## src/rtl/conv23_mac_pool.sv

```systemverilog
// 3x3 conv multiply-accumulate over CH channels, bias + saturate + ReLU,
// then 2x2 max-pool; one pooled pixel written per four conv windows.
module conv23_mac_pool #(
  parameter int unsigned CH     = 112,
  parameter int unsigned WIDTH  = 14,
  parameter int unsigned HEIGHT = 18,
  parameter int unsigned FRAC   = 8
) (
  input  logic        iCLK,
  input  logic        iRST,
  input  logic        iValid,
  input  logic [15:0] iData,
  input  logic [15:0] iWeight,
  input  logic [15:0] iBias,
  output logic        oReady,
  output logic        oValid,
  output logic [15:0] oData,
  output logic [8:0]  oWr_ADDR,
  output logic        oDONE
);

  localparam int unsigned OW     = WIDTH >> 1;
  localparam int unsigned OH     = HEIGHT >> 1;
  localparam int unsigned CH_W   = (CH > 1) ? $clog2(CH) : 1;
  localparam int unsigned I_W    = (OW > 1) ? $clog2(OW) : 1;
  localparam int unsigned J_W    = (OH > 1) ? $clog2(OH) : 1;
  localparam int unsigned PROD_W = 32;
  localparam int unsigned ACC_W  = 42;

  typedef enum logic [1:0] {S_ACC, S_DRAIN, S_ACT, S_OUT} state_t;

  state_t                    state_q, state_d;
  logic [3:0]                tap_q, tap_d;
  logic [CH_W-1:0]           ch_q, ch_d;
  logic [1:0]                pos_q, pos_d;
  logic [I_W-1:0]            col_q, col_d;
  logic [J_W-1:0]            row_q, row_d;
  logic signed [PROD_W-1:0]  prod_q, prod_d;
  logic                      pvld_q, pvld_d;
  logic signed [ACC_W-1:0]   acc_q, acc_d;
  logic [15:0]               pool_q, pool_d;
  logic                      rdy_q, rdy_d;
  logic                      ovld_q, ovld_d;
  logic                      done_q, done_d;
  logic [15:0]               odata_q, odata_d;
  logic [8:0]                addr_q, addr_d;

  logic                      xfer;
  logic                      last_col, last_row;
  logic signed [ACC_W-1:0]   biased;
  logic [15:0]               relu;

  assign xfer     = iValid && (state_q == S_ACC);
  assign last_col = (col_q == I_W'(OW - 1));
  assign last_row = (row_q == J_W'(OH - 1));

  // Drop fraction bits, add bias, clamp to int16; anything negative becomes 0.
  always_comb begin
    biased = (acc_q >>> FRAC) + ACC_W'($signed(iBias));
    if (biased > 42'sd32767)   relu = 16'h7fff;
    else if (biased < 42'sd0)  relu = 16'h0000;
    else                       relu = 16'(biased);
  end

  always_comb begin
    state_d = state_q;
    tap_d   = tap_q;
    ch_d    = ch_q;
    pos_d   = pos_q;
    col_d   = col_q;
    row_d   = row_q;
    prod_d  = prod_q;
    pvld_d  = 1'b0;
    acc_d   = acc_q;
    pool_d  = pool_q;
    ovld_d  = 1'b0;
    done_d  = 1'b0;
    odata_d = odata_q;
    addr_d  = addr_q;

    if (xfer) begin
      prod_d = PROD_W'($signed(iData)) * PROD_W'($signed(iWeight));
      pvld_d = 1'b1;
    end
    if (pvld_q) acc_d = acc_q + ACC_W'(prod_q);

    case (state_q)
      S_ACC: begin
        if (xfer) begin
          if (tap_q == 4'd8) begin
            tap_d = 4'd0;
            if (ch_q == CH_W'(CH - 1)) begin
              ch_d    = '0;
              state_d = S_DRAIN;
            end else begin
              ch_d = ch_q + CH_W'(1);
            end
          end else begin
            tap_d = tap_q + 4'd1;
          end
        end
      end
      // Lets the final product land in the accumulator.
      S_DRAIN: state_d = S_ACT;
      S_ACT: begin
        pool_d = ((pos_q == 2'd0) || (relu > pool_q)) ? relu : pool_q;
        acc_d  = '0;
        if (pos_q == 2'd3) begin
          pos_d   = 2'd0;
          state_d = S_OUT;
          ovld_d  = 1'b1;
          done_d  = last_col && last_row;
          odata_d = pool_d;
          addr_d  = 9'(col_q) + 9'(row_q) * 9'(OW);
        end else begin
          pos_d   = pos_q + 2'd1;
          state_d = S_ACC;
        end
      end
      S_OUT: begin
        state_d = S_ACC;
        if (last_col) begin
          col_d = '0;
          row_d = last_row ? '0 : row_q + J_W'(1);
        end else begin
          col_d = col_q + I_W'(1);
        end
      end
      default: state_d = S_ACC;
    endcase

    rdy_d = (state_d == S_ACC);
  end

  always_ff @(posedge iCLK) begin
    if (iRST) begin
      state_q <= S_ACC;
      tap_q   <= '0;
      ch_q    <= '0;
      pos_q   <= '0;
      col_q   <= '0;
      row_q   <= '0;
      prod_q  <= '0;
      pvld_q  <= 1'b0;
      acc_q   <= '0;
      pool_q  <= '0;
      rdy_q   <= 1'b1;
      ovld_q  <= 1'b0;
      done_q  <= 1'b0;
      odata_q <= '0;
      addr_q  <= '0;
    end else begin
      state_q <= state_d;
      tap_q   <= tap_d;
      ch_q    <= ch_d;
      pos_q   <= pos_d;
      col_q   <= col_d;
      row_q   <= row_d;
      prod_q  <= prod_d;
      pvld_q  <= pvld_d;
      acc_q   <= acc_d;
      pool_q  <= pool_d;
      rdy_q   <= rdy_d;
      ovld_q  <= ovld_d;
      done_q  <= done_d;
      odata_q <= odata_d;
      addr_q  <= addr_d;
    end
  end

  assign oReady   = rdy_q;
  assign oValid   = ovld_q;
  assign oDONE    = done_q;
  assign oData    = odata_q;
  assign oWr_ADDR = addr_q;

endmodule

```

## config.mk

```make
export PLATFORM = sky130hd
export DESIGN_NAME = conv23_mac_pool
export DESIGN_NICKNAME = d
export VERILOG_FILES = /design/src/rtl/conv23_mac_pool.sv
export SDC_FILE = /design/constraint.sdc
export NUM_CORES = 1
export LEC_CHECK = 0
export CELL_PAD_IN_SITES_DETAIL_PLACEMENT = 0
export CELL_PAD_IN_SITES_GLOBAL_PLACEMENT = 2
export CORE_MARGIN = 4
export CORE_UTILIZATION = 43
export DETAILED_ROUTE_END_ITERATION = 10
export PLACE_DENSITY = 0.86
export SYNTH_ARGS = -nofsm -noshare
export SYNTH_HDL_FRONTEND = slang
export SYNTH_SLANG_ARGS = --single-unit
```

## constraint.sdc

```tcl
create_clock -name iCLK -period 18.3 [get_ports iCLK]
set_clock_uncertainty 0.1 [all_clocks]
set_input_delay 3.66 -clock iCLK [delete_from_list [all_inputs] [get_ports iCLK]]
set_output_delay 3.66 -clock iCLK [all_outputs]
set_load 0.01 [all_outputs]
```

* Word level (Yosys, flattened, before mapping)
Cells that the tools add are included.
Storage, ports and cells: bits in read-only memories 0, bits in writable memories 0, output and inout bits 28, memories 0, bits in registers 141, logic and storage cells 66, input bits 51, bits in latches 0
Cells by class: mux-type cells 15, $add $sub $neg 8, shifts and indexed selects 0, magnitude comparators 3, bitwise gates (word level) 2, equality and inequality tests 8, div/mod/pow operators 0, $mul 2, reduce and logical (&&, ||, !) cells 13
Operators with widths (count):
- two-way mux 16 bit | 3
- adder 42 x 32 -> 42 bit | 1
- adder 34 x 16 -> 35 bit | 1
- > comparator 35 x 16 -> 1 bit, second input constant | 1
- less-than comparator 35 x 1 -> 1 bit, second input constant | 1
- multiplier 16 x 16 -> 32 bit | 1
- > comparator 16 bit | 1
- two-way mux 2 bit | 5
- adder 3 x 7 -> 8 bit | 1
- adder 4 x 1 -> 4 bit, second input constant | 2
- == test 4 bit, second input constant | 2
- two-way mux 4 bit | 2
- one-hot mux 2 bit (4 select lines) | 1
- adder 7 x 1 -> 7 bit, second input constant | 1
- == test 7 bit, second input constant | 1
- multiplier 4 x 3 -> 7 bit, second input constant | 1
- two-way mux 7 bit | 1
- == test 2 bit, second input constant | 3
- zero test 2 bit | 3
- AND reduction 2 bit | 3
- OR reduction 2 bit | 2
- adder 3 x 1 -> 3 bit, second input constant | 1
- == test 3 bit, second input constant | 1
- two-way mux 3 bit | 1
- 8 further kinds | 11

* Longest topological paths before layout
Gate-level depths: netlist of run 1.
depth after elaboration 7, depth in mapped cells 32, mapped depth without buffers 28

* Least setup slack after synthesis of run 1
OpenSTA, ideal clock, no wires.
path type in2reg, from input iData[6], to register prod_q[31], slack 8423 ps, buffers on the path 1, stages 23, setup time 70 ps, arrival time 9706 ps, cell sequence clkbuf_1 > and2_1 > fa_1 > inv_1 > fa_1 > inv_1 > fa_1 > fa_1 > inv_1 > fa_1 > fa_1 > inv_1 > ha_1 > nand4_1 > a2111oi_0 > o2111ai_1 > and3_1 > a211oi_1 > o21ai_0 > a21oi_1 > a21oi_1 > or3_1 > a21oi_1
Between the ends: longest elaborated chain between the ends 1
Ends and longest elaborated chain:
- start: declaration | line 12 | input logic [15:0] iData,
- multiplier 16 x 16 -> 32 bit | line 82 | prod_d = PROD_W'($signed(iData)) * PROD_W'($signed(iWeight));
- end signal: assignment | line 159 | prod_q <= prod_d;
- end: declaration | line 38 | logic signed [PROD_W-1:0] prod_q, prod_d;
Every way passes these cells. A chain may end at the register's enable or synchronous reset.

* Worst setup path after layout of run 1
from input iBias[15], to register odata_q[1] (netlist: oData[1])
Between the ends: longest elaborated chain between the ends 7, elaborated cells between the ends (all ways) 8, those cells by class 1 x add/sub; 3 x order compare; 3 x mux; 1 x reduce/logical
Ends and longest elaborated chain:
- start: declaration | line 14 | input logic [15:0] iBias,
- adder 34 x 16 -> 35 bit (*) | line 59 | biased = (acc_q >>> FRAC) + ACC_W'($signed(iBias));
- less-than comparator 35 x 1 -> 1 bit | line 61 | else if (biased < 42'sd0) relu = 16'h0000;
- two-way mux 16 bit | line 61
- two-way mux 16 bit (*) | line 60 | if (biased > 42'sd32767) relu = 16'h7fff;
- > comparator 16 bit | line 106 | pool_d = ((pos_q == 2'd0) || (relu > pool_q)) ? relu : pool_q;
- logical OR 1 bit | line 106
- two-way mux 16 bit (*) | line 106
- end signal: assignment | line 166 | odata_q <= odata_d;
- end: declaration | line 45 | logic [15:0] odata_q, odata_d;
Every way passes the cells marked *; elsewhere a longest branch is shown, timed or not.

==> results by group, run 1 <==
Synthesis
  – Mean Syn Cell Area: 8.55 sq um
  – Count of different cell masters after synthesis: 78
  – Gate Count Post-Synth: 2296
  – EDFF count, synth: 0
  – Area contributors post-synth: fa_1 27%, dfxtp_1 14%, ha_1 12%, inv_1 6.2%, nand2_1 5.2%
  – Synthesized cell area: 19600 sq um
  – Seq cells post-synth: 140
  – Post-synth top area cell: fa_1
  – Synth async-reset ratio: 0%
  – Seq/Total Area, Yosys: 14.3%
  – Syn. warnings: 0
  – Synth top area share: 27.4%
  – Main synth FF type: dfxtp_1

Floorplanning
  – Initial core utilization: 43.3%
  – Die width: 222 um
  – Core area: 45300 sq um
  – Die Ht: 222 um
  – # IOs: 79
  – Row cnt: 78
  – Die ar.: 49100 sq um

STA
  – RSZ-0062 raised after global routing: false
  – Final Max Tran Viols: 0
  – Relative slew slack: 33.6%
  – Tmin final: 11.15 ns
  – Tcrit/Tclk final: 60.9%
  – Fmax: 0.0897 GHz
  – Final setup violation count: 0
  – Endpoints failing hold: 0
  – Worst Tran Pin Value: 0.993 ns
  – Setup TNS: 0 ns

Routing
  – Detail Route Antenna Nets: 0
  – Via count: 15121
  – DR vias/cell: 5.16
  – Final wirelength: 46800 um
  – 1st-iter DRT viols: 693
  – DRC viols: 0
  – First-pass DRT Iterations: 5
  – DR WL/cell: 16.0 um

GRT
  – Vias in the first global route: 15787
  – First-pass GRT wire length: 80000 um
  – GR Util All Layers: 19.5%
  – Initial antenna violation count: 0
  – Pin count of the biggest net entering global routing: 66
  – GRT overflow: 0

Job
  – Maxcap violations: 0

Finish
  – Layout fillers: 4457
  – Commonest cells after routing, fill and taps aside: 322 x inv_1, 274 x nand2_1, 269 x fa_1, 193 x ha_1, 139 x dfxtp_1
  – Post-Route Utilization: 47.3%
  – Nets: 2831
  – Share of cells above drive strength 1: 2.83%
  – Most common cell after layout, fill and taps aside: inv_1
  – Syn-to-layout area delta: 9.10%
  – # diodes: 0

Worst setup path
  – Worst-path fanout max: 19
  – Endpoint class of the critical path: flop
  – Critical path class: in2reg
  – Crit path arrival time: 11.42 ns
  – Crit path to: oData[1]$_SDFFE_PP0P_
  – RR Endpoint: oData[1]$_SDFFE_PP0P_
  – R2r startpoint: acc_q[8]$_SDFFE_PP0P_
  – R2r setup slk: 10.91 ns
  – Critical Path RT: 18.58 ns
  – Worst setup path startpoint: iBias[15]
  – R2R cell count: 28
  – CP startpoint kind: input port

Place
  – Final HPWL DP: 38000 um
  – IO Port Bufs: 77
  – Final GP Congestion: 0.858

Clock network
  – CTS tree: yes
  – Root buf cell: clkbuf_16
  – Clk slew on worst S/H paths: 0.06 ns
  – CTS buffer count: 17
  – Bufs on Longest Clock Path: 2
  – H-tree depth: 4
  – Post-CTS Hold Buffers: 0
  – Post-CTS Setup Bufs: 0
  – Total clock sinks: 140
  – Post-cts sizing count: 0
  – Clk_lat worst skew: 0.45 ns

Power
  – Pleak: 0.0101 uW
  – Worst VDD drop: 159 uV
  – Pwr dens: 181 nW/um^2

Status
  – Status: finished clean

Worst hold path
  – Hold Path Class: reg2reg
## Yosys cell counts (56+ instances only)
| master | number |
|---|---|
| and2_1 | 122 |
| xnor2_1 | 58 |
| inv_1 | 322 |
| ha_1 | 193 |
| clkbuf_1 | 73 |
| o21ai_0 | 79 |
| dfxtp_1 | 140 |
| fa_1 | 269 |
| a21oi_1 | 126 |
| nor2_1 | 135 |
| nand2_1 | 274 |
| a21o_1 | 56 |
## area by class of cell
type | count | area, sq um | area share (%)
tap | 600 | 751 | 3.51
sequential | 140 | 2800 | 13.1
clock inverter | 12 | 106 | 0.497
inverter | 322 | 1210 | 5.64
multi-input combinational | 1752 | 15300 | 71.3
timing repair buffer | 85 | 826 | 3.86
clock buffer | 20 | 447 | 2.09
## worst min path at each step
stage                                         from                  endpoint  slack (ns)  depth (start not counted)
final                     oWr_ADDR[1]$_SDFFE_PP0P_  oWr_ADDR[1]$_SDFFE_PP0P_        0.36                          2
after floorplan            prod_q[11]$_SDFFE_PP0P_   prod_q[11]$_SDFFE_PP0P_        0.34                          2
after detailed placement  oWr_ADDR[5]$_SDFFE_PP0P_  oWr_ADDR[5]$_SDFFE_PP0P_        0.35                          2
after global routing      oWr_ADDR[5]$_SDFFE_PP0P_  oWr_ADDR[5]$_SDFFE_PP0P_        0.36                          2
after global placement    oWr_ADDR[1]$_SDFFE_PP0P_  oWr_ADDR[1]$_SDFFE_PP0P_        0.34                          2
after CTS                 oWr_ADDR[5]$_SDFFE_PP0P_  oWr_ADDR[5]$_SDFFE_PP0P_        0.36                          2
## flip-flops by register name (all words and copies together), names as in the netlist, 2 cells and up
register  count
oWr_ADDR      8
pos_q         2
pool_q       16
row_q         4
ch_q          7
oData        16
tap_q         4
col_q         3
acc_q        42
prod_q       32
state_q       2
## logic make-up (layout without fill, tap and decap cells)
family	count (synthesis)	count (layout)	synth area share [%]
adders and majority gates	462	462	39.7
DFF	140	140	14.3
AOI/OAI and AO/OA	425	425	13.8
and+or+nand+nor	732	732	18.2
other	1	2	0.0191
muxes	35	35	1.80
xor gates and xnor gates	96	96	4.28
buffers and inverters	405	439	7.93
## worst max-delay path, cell delays in order
cell and delay (ns):
clkdlybuf4s50_1 0.89, ha_1 0.67, a21o_1 0.26, a21o_1 0.20
a21o_1 0.20, a311o_1 0.29, nand3_2 0.14, o221a_4 0.22
o211ai_2 0.10, a21o_1 0.19, a2111o_1 0.39, or4_1 0.46
buf_4 0.24, nor2_4 0.14, nor2_1 0.05, ha_1 0.28
nor2b_1 0.13, o21a_1 0.16, o21a_1 0.16, o21a_1 0.16
o21a_1 0.16, o21bai_1 0.14, a41oi_1 0.14, or4b_2 0.62
o21ai_1 0.33, and2_0 0.72, a22oi_1 0.15, o21ai_1 0.12
## stage by stage
stage          area [sq um]  setup slack (ns)  total power, uW  instances  hold slack, ns
3_5_place_dp          20900              6.73             3570       2899           0.347
6_report              21400              7.15             3870       2931           0.355
5_1_grt               21400              6.68             4390       2931           0.364
3_3_place_gp          20900              6.84             3530       2899           0.341
2_1_floorplan         19600              8.42             2970       2297           0.336
4_1_cts               21400              7.17             3930       2931           0.356
## where the power goes
group	switching, uW	internal [uW]	total (uW)
Sequential	25.5	345	371
Combinational	1730	1450	3170
Clock	147	180	327
Total	1900	1970	3870
## layer usage
metal / global-route usage, % / vias to the layer above / share of wire [%]
met3: 2.40 / 52 / 2.9
li1: - / 7561 / -
met4: 5.06 / 0 / 1.9
met5: 0 / - / 0
met2: 31.5 / 240 / 45
met1: 27.9 / 7268 / 50
Note: power is estimated with default switching activity, not from simulation.
==> run 2: changes to the inputs <==
--- a/config.mk
+++ b/config.mk
@@ -8,9 +8,9 @@
 export CELL_PAD_IN_SITES_DETAIL_PLACEMENT = 0
 export CELL_PAD_IN_SITES_GLOBAL_PLACEMENT = 2
 export CORE_MARGIN = 4
-export CORE_UTILIZATION = 43
+export CORE_UTILIZATION = 40
 export DETAILED_ROUTE_END_ITERATION = 10
-export PLACE_DENSITY = 0.86
+export PLACE_DENSITY = 0.81
 export SYNTH_ARGS = -nofsm -noshare
 export SYNTH_HDL_FRONTEND = slang
 export SYNTH_SLANG_ARGS = --single-unit
==> constraint.sdc (replaced) <==
create_clock -name iCLK -period 11.6 [get_ports iCLK]
set_clock_uncertainty 0.1 [all_clocks]
set_input_delay 2.32 -clock iCLK [delete_from_list [all_inputs] [get_ports iCLK]]
set_output_delay 2.32 -clock iCLK [all_outputs]
set_load 0.01 [all_outputs]
==> run 2 against run 1 <==
Net effect:
- count of clock-buffer cells in the layout fell by 1
- power rose by 59%
- critical path type unchanged
- utilization fell by 2.6 points
- first-iteration DRC count rose by 2.7%
- die area rose by 7.2%
- final area rose by 0.39%
- sequential share of layout area fell by 0.051 points
- non-clock buffer count rose by 1
==> results by group, run 2 (synthesized netlist as in run 1, its figures left out) <==
Status
  – Status: finished clean

Worst setup path
  – Endpoint class of the critical path: flop
  – Worst-path fanout max: 19 (unchanged)
  – R2R cell count: 28 (unchanged)
  – CP startpoint kind: input port
  – Crit path arrival time: 10.06 ns (-1.36 ns)
  – Critical path class: in2reg
  – Critical Path RT: 11.84 ns (-6.74 ns)

Finish
  – Largest register FFs: 42 (unchanged)
  – Multi-input logic area: 15300 sq um (unchanged)
  – # diodes: 0 (unchanged)
  – Commonest cells after routing, fill and taps aside: 322 x inv_1, 274 x nand2_1, 269 x fa_1, 193 x ha_1, 139 x dfxtp_1
  – Layout fillers: 4762 (+6.8%)
  – Top flop regs: acc_q (42), prod_q (32)
  – Nets: 2832 (+0.035%)
  – Reg with most FFs: acc_q
  – Cell area after layout: 21500 sq um (+0.39%)
  – Most common cell after layout, fill and taps aside: inv_1
  – Share of cells above drive strength 1: 2.87% (+0.043 points)
  – Non-Filler Instances: 2987 (+1.9%)
  – FF/Latch Area: 2800 sq um (unchanged)
  – Syn-to-layout area delta: 9.53%

Clock network
  – Post-CTS Hold Buffers: 0 (unchanged)
  – Root buf cell: clkbuf_16
  – Bufs on Longest Clock Path: 2 (unchanged)
  – Clk_lat worst skew: 0.43 ns (-0.02 ns)
  – Total clock sinks: 140 (unchanged)
  – CTS buffer count: 17 (unchanged)
  – Post-CTS Setup Bufs: 0 (unchanged)
  – H-tree depth: 4 (unchanged)
  – Post-cts sizing count: 0 (unchanged)
  – CTS tree: yes
  – Clk slew on worst S/H paths: 0.06 ns (about the same)

Power
  – Sequential power share: 9.5% (about the same)
  – Clock Power Share: 8.5% (about the same)
  – Worst VDD drop: 245 uV (+54%)
  – Pwr dens: 286 nW/um^2 (+58%)
  – Switching power: 3020 uW (+59%)
  – Sw frac: 49.1% (about the same)
  – Pleak: 0.0101 uW (about the same)
  – Int Power: 3130 uW (+59%)
  – Combinational share of power: 82.0% (about the same)

STA
  – Endpoints failing hold: 0 (unchanged)
  – Fmax: 0.102 GHz
  – RSZ-0062 raised after global routing: false
  – WHS: 0.353 ns (-0.00198 ns)
  – Worst Tran Pin Value: 1.06 ns (+0.0621 ns)
  – Tmin final: 9.82 ns
  – Final setup violation count: 0 (unchanged)
  – Final worst slack: 1.78 ns (-5.38 ns)
  – Setup TNS: 0 ns (unchanged)
  – Final Max Tran Viols: 0 (unchanged)
  – Relative slew slack: 29.4% (-4.2 points)
  – Tcrit/Tclk final: 84.7%

Routing
  – Via count: 15212 (+0.60%)
  – DR WL/cell: 16.2 um (+1.6%)
  – 1st-iter DRT viols: 712 (+2.7%)
  – Detail Route Antenna Nets: 0 (unchanged)
  – DRC viols: 0 (unchanged)
  – First-pass DRT Iterations: 5 (unchanged)
  – Final wirelength: 48500 um (+3.5%)
  – DR vias/cell: 5.09 (-1.3%)

GRT
  – First-pass GRT wire length: 81500 um (+2.0%)
  – Pin count of the biggest net entering global routing: 66 (unchanged)
  – Initial antenna violation count: 0 (unchanged)
  – Vias in the first global route: 15887 (+0.63%)
  – GR Util All Layers: 18.6% (-0.83 points)
  – GRT overflow: 0 (unchanged)

Place
  – IO Port Bufs: 77 (unchanged)
  – Placement Cell Area: 20900 sq um (+0.37%)
  – DP Worst Slack: 1.28 ns (-5.44 ns)
  – DP Cell Count: 2956 (+2.0%)
  – Final HPWL DP: 38700 um (+1.8%)
  – Final GP Congestion: 0.838 (-2.3%)

Worst hold path
  – Hold Path Class: reg2reg
  – Worst Hold Path Cells: 2 (unchanged)

Job
  – Maxcap violations: 0 (unchanged)

Floorplanning
  – Die width: 230 um (+3.5%)
  – Die ar.: 52700 sq um (+7.2%)
  – Initial core utilization: 40.8% (-2.6 points)
  – Row cnt: 80 (+2.6%)
  – # IOs: 79 (unchanged)
  – Core area: 48100 sq um (+6.3%)
  – Die Ht: 230 um (+3.5%)
==> run 2: cell types whose count changed in the layout (fill, tap and decap cells not counted), sizes merged <==
cell,before,now
bufinv,0,1
clkbuf,20,19
inv,327,325
clkinvlp,3,4
buf,9,10
==> run 2: worst paths after layout <==
check / from / endpoint / slack (ns)
hold / removal: oWr_ADDR[7]$_SDFFE_PP0P_ / oWr_ADDR[7]$_SDFFE_PP0P_ / 0.35
setup reg to reg: acc_q[8]$_SDFFE_PP0P_ / oData[13]$_SDFFE_PP0P_ / 4.11
setup / recovery: iBias[15] / oData[13]$_SDFFE_PP0P_ / 1.78
hold reg to reg: oWr_ADDR[7]$_SDFFE_PP0P_ / oWr_ADDR[7]$_SDFFE_PP0P_ / 0.35
==> run 2: stage by stage <==
step | total power, uW | util (%)
5_1_grt | 7030 | 44.6
4_1_cts | 6250 | 44.6
6_report | 6150 | 44.6
2_1_floorplan | 4680 | -
3_3_place_gp | 5640 | 43.5
3_5_place_dp | 5670 | 43.5
==> run 2: metal layers <==
layer | track usage, % | wire (um) | share of wire [%]
met1 | 27.8 | 25200 | 52
met2 | 28.9 | 20800 | 43
met3 | 2.03 | 1630 | 3.4
met4 | 4.74 | 850 | 1.8
met5 | 0 | 0 | 0
==> run 2: final cells by class <==
type                    count  area share [%]
multi-input cells        1752            71.0
repair buffers             86            3.88
inverters                 322            5.62
flip-flops and latches    140            13.0
clock buffers              19            2.06
well taps                 656            3.82
clock inverters            12           0.541
==> run 2: power groups by stage <==
stage	clock, uW	combinational, uW	sequential (uW)
6_report	522	5040	587
5_1_grt	557	5880	593
4_1_cts	538	5120	587
3_5_place_dp	0	5070	597
3_3_place_gp	0	5040	597
2_1_floorplan	0	4100	578
==> run 2: worst max-delay path, stage by stage <==
cell	delay [ns]
clkdlybuf4s50_1	0.87
ha_1	0.66
a21o_1	0.26
a21o_1	0.19
a21o_1	0.21
a311o_1	0.29
nand3_2	0.13
o221a_4	0.22
o211ai_2	0.10
a21o_1	0.20
a2111o_1	0.39
or4_1	0.67
buf_4	0.31
o22ai_1	0.18
ha_1	0.17
nor2b_1	0.04
o21a_1	0.17
o21a_1	0.17
o21a_1	0.16
o21a_1	0.17
o21bai_1	0.12
a41oi_1	0.11
or4b_2	0.61
o21ai_1	0.31
and2_0	0.76
a22oi_1	0.12
o21ai_0	0.12
==> run 3: changes to the inputs <==
==> constraint.sdc (replaced) <==
create_clock -name iCLK -period 10 [get_ports iCLK]
set_clock_uncertainty 0.1 [all_clocks]
set_input_delay 2 -clock iCLK [delete_from_list [all_inputs] [get_ports iCLK]]
set_output_delay 2 -clock iCLK [all_outputs]
set_load 0.01 [all_outputs]
==> run 3 against run 2 <==
Net effect:
- final area up 0.45%
- global-route usage fell by 0.088 points
- sequential share of layout area down 0.059 points
- sequential cell count did not move
- clock power grew 21%
- first-iteration DRC count up 21%
- wire length fell by 1.2%
- register-to-register slack lost 1.2 ns
- non-clock buffer count is 11 higher
- hold slack got worse by 0.0019 ns
- count of clock-buffer cells in the layout grew 1
- critical path depth down 3
- critical path type unchanged
==> results by group, run 3 (synthesized netlist as in run 1, its figures left out) <==
Status
  – Status: finished clean

Place
  – Final GP Congestion: 0.827 (-1.3%)
  – Final HPWL DP: 39200 um (+1.5%)
  – DP Cell Count: 2967 (+0.37%)
  – IO Port Bufs: 77 (unchanged)
  – DP Worst Slack: 0.607 ns (-0.677 ns)

GRT
  – Vias in the first global route: 15825 (-0.39%)
  – Pin count of the biggest net entering global routing: 66 (unchanged)
  – First-pass GRT wire length: 81500 um (about the same)
  – Initial antenna violation count: 0 (unchanged)
  – GR Util All Layers: 18.5% (-0.088 points)
  – GRT overflow: 0 (unchanged)

Worst setup path
  – Worst-path fanout max: 16 (-3)
  – Most used cell, CP: fa_1
  – CP max stage delay: 0.79 ns (-0.08 ns)
  – RR Endpoint: oData[8]$_SDFFE_PP0P_
  – R2r startpoint: acc_q[8]$_SDFFE_PP0P_
  – Largest delay contributor family on the critical path: adder cells
  – CP startpoint kind: input port
  – R2R cell count: 27 (-3.6%)
  – CP Buf/Inv Count: 6 (+4)
  – R2r setup slk: 2.87 ns (-1.24 ns)
  – Crit path max-delay cell type: clkdlybuf4s50_1
  – Crit path arrival time: 9.23 ns (-0.83 ns)
  – Critical Path RT: 10.26 ns (-1.58 ns)
  – Crit-path cells: clkdlybuf4s50_1, and2_1, fa_1, inv_1, fa_1, fa_1, inv_1, fa_1, inv_1, fa_1, fa_1, inv_1, ha_1, nand4_1, a2111oi_0, buf_4, o2111ai_1, and3_1, a211oi_1, o21ai_0, a21oi_1, a21oi_1, or3_1, a21oi_1
  – Critical path class: in2reg
  – Endpoint class of the critical path: flop

Finish
  – Syn-to-layout area delta: 10.0%
  – Post-Route Utilization: 44.8% (+0.20 points)
  – Nets: 2843 (+0.39%)
  – Top flop regs: acc_q (42), prod_q (32)
  – Largest register FFs: 42 (unchanged)
  – # diodes: 0 (unchanged)
  – Commonest cells after routing, fill and taps aside: 322 x inv_1, 274 x nand2_1, 269 x fa_1, 193 x ha_1, 139 x dfxtp_1
  – Reg with most FFs: acc_q
  – Non-Filler Instances: 2999 (+0.40%)
  – Most common cell after layout, fill and taps aside: inv_1
  – Share of cells above drive strength 1: 3.29% (+0.41 points)

STA
  – Relative slew slack: 31.1% (+1.7 points)
  – Tmin final: 8.96 ns
  – Endpoints failing hold: 0 (unchanged)
  – Final setup violation count: 0 (unchanged)
  – Setup TNS: 0 ns (unchanged)
  – Final Max Tran Viols: 0 (unchanged)
  – Worst Tran Pin Value: 1.03 ns (-0.0256 ns)
  – RSZ-0062 raised after global routing: false
  – Fmax: 0.112 GHz
  – Tcrit/Tclk final: 89.6%
  – Final worst slack: 1.04 ns (-0.742 ns)

Floorplanning
  – Core area: 48100 sq um (unchanged)
  – # IOs: 79 (unchanged)
  – Die Ht: 230 um (unchanged)
  – Die ar.: 52700 sq um (unchanged)
  – Row cnt: 80 (unchanged)
  – Initial core utilization: 40.8% (unchanged)
  – Die width: 230 um (unchanged)

Worst hold path
  – Hold Path Class: reg2reg
  – Worst Min Path Start: oWr_ADDR[7]$_SDFFE_PP0P_
  – Worst Hold Endpoint: oWr_ADDR[7]$_SDFFE_PP0P_
  – Worst Hold Path Cells: 2 (unchanged)

Power
  – Pleak: 0.0102 uW (+0.54%)
  – Worst VDD drop: 310 uV (+27%)
  – Pwr dens: 329 nW/um^2 (+15%)

Clock network
  – CTS tree: yes
  – Post-cts sizing count: 0 (unchanged)
  – Bufs on Longest Clock Path: 2 (unchanged)
  – Post-CTS Hold Buffers: 0 (unchanged)
  – Total clock sinks: 140 (unchanged)
  – Post-CTS Setup Bufs: 0 (unchanged)
  – H-tree depth: 4 (unchanged)
  – Root buf cell: clkbuf_16
  – Clk slew on worst S/H paths: 0.06 ns (about the same)
  – Clk_lat worst skew: 0.44 ns (about the same)
  – CTS buffer count: 17 (unchanged)

Routing
  – Detail Route Antenna Nets: 0 (unchanged)
  – 1st-iter DRT viols: 860 (+21%)
  – DR vias/cell: 5.07 (-0.54%)
  – First-pass DRT Iterations: 7 (+2)
  – DR WL/cell: 16.0 um (-1.6%)
  – Final wirelength: 47900 um (-1.2%)
  – DRC viols: 0 (unchanged)
  – Via count: 15191 (-0.14%)

Job
  – Maxcap violations: 0 (unchanged)
[run 3: layer usage]
layer,vias to the layer above,routed length (um),GRT usage [%]
met2,254,21000,29.6
met3,41,1600,2.34
met1,7325,24700,27.2
met5,-,0,0
li1,7571,-,-
met4,0,658,3.80
[run 3: report_power, final]
group	switching, uW	internal [uW]	total, uW
Sequential	46.3	632	678
Clock	261	369	630
Combinational	3170	2640	5810
[run 3: worst register-to-register path, stage by stage (launching register included)]
cell	delay, ns
dfxtp_1	0.38
ha_1	0.23
inv_1	0.07
fa_1	0.37
nand2b_1	0.21
a21oi_1	0.37
o2111ai_1	0.20
o211ai_1	0.18
mux2_2	0.37
nor3_1	0.22
nand4_1	0.13
a2111o_1	0.28
or4_1	0.69
buf_4	0.31
o22ai_1	0.18
ha_1	0.18
nor2b_1	0.05
o21a_1	0.17
o21a_1	0.16
o21a_1	0.16
o21a_1	0.16
o21bai_1	0.12
a41oi_1	0.12
or4b_2	0.62
o21ai_1	0.33
nor2_1	0.08
nand2_1	0.39
o21ai_0	0.16
[run 3: final cells by class]
| type | count | area [sq um] |
|---|---|---|
| Fill cell | 4796 | 26600 |
| Multi-Input combinational cell | 1752 | 15300 |
| Sequential cell | 140 | 2800 |
| Inverter | 322 | 1210 |
| Timing Repair Buffer | 97 | 916 |
| Tap cell | 656 | 821 |
| Clock buffer | 20 | 437 |
| Clock inverter | 12 | 138 |
[run 3: worst max-delay path by stage]
stage               startpoint                       to  slack [ns]  depth (start not counted)
finish                iData[8]  prod_q[31]$_SDFFE_PP0P_        1.04                         24
global route         iBias[15]    oData[3]$_SDFFE_PP0P_        0.61                         28
CTS                   iData[8]  prod_q[31]$_SDFFE_PP0P_        1.04                         24
detailed placement    iData[8]  prod_q[31]$_SDFFE_PP0P_        0.61                         24
global placement      iData[8]  prod_q[31]$_SDFFE_PP0P_        0.61                         24
floorplan             iData[6]  prod_q[31]$_SDFFE_PP0P_        1.78                         23
[run 3: metrics by stage]
step           hold slack (ns)  cell area, sq um  power [uW]
2_1_floorplan            0.336             19600        5430
3_3_place_gp             0.340             21000        6500
3_5_place_dp             0.345             21000        6540
4_1_cts                  0.351             21600        7230
5_1_grt                  0.375             21600        8120
6_report                 0.351             21600        7110
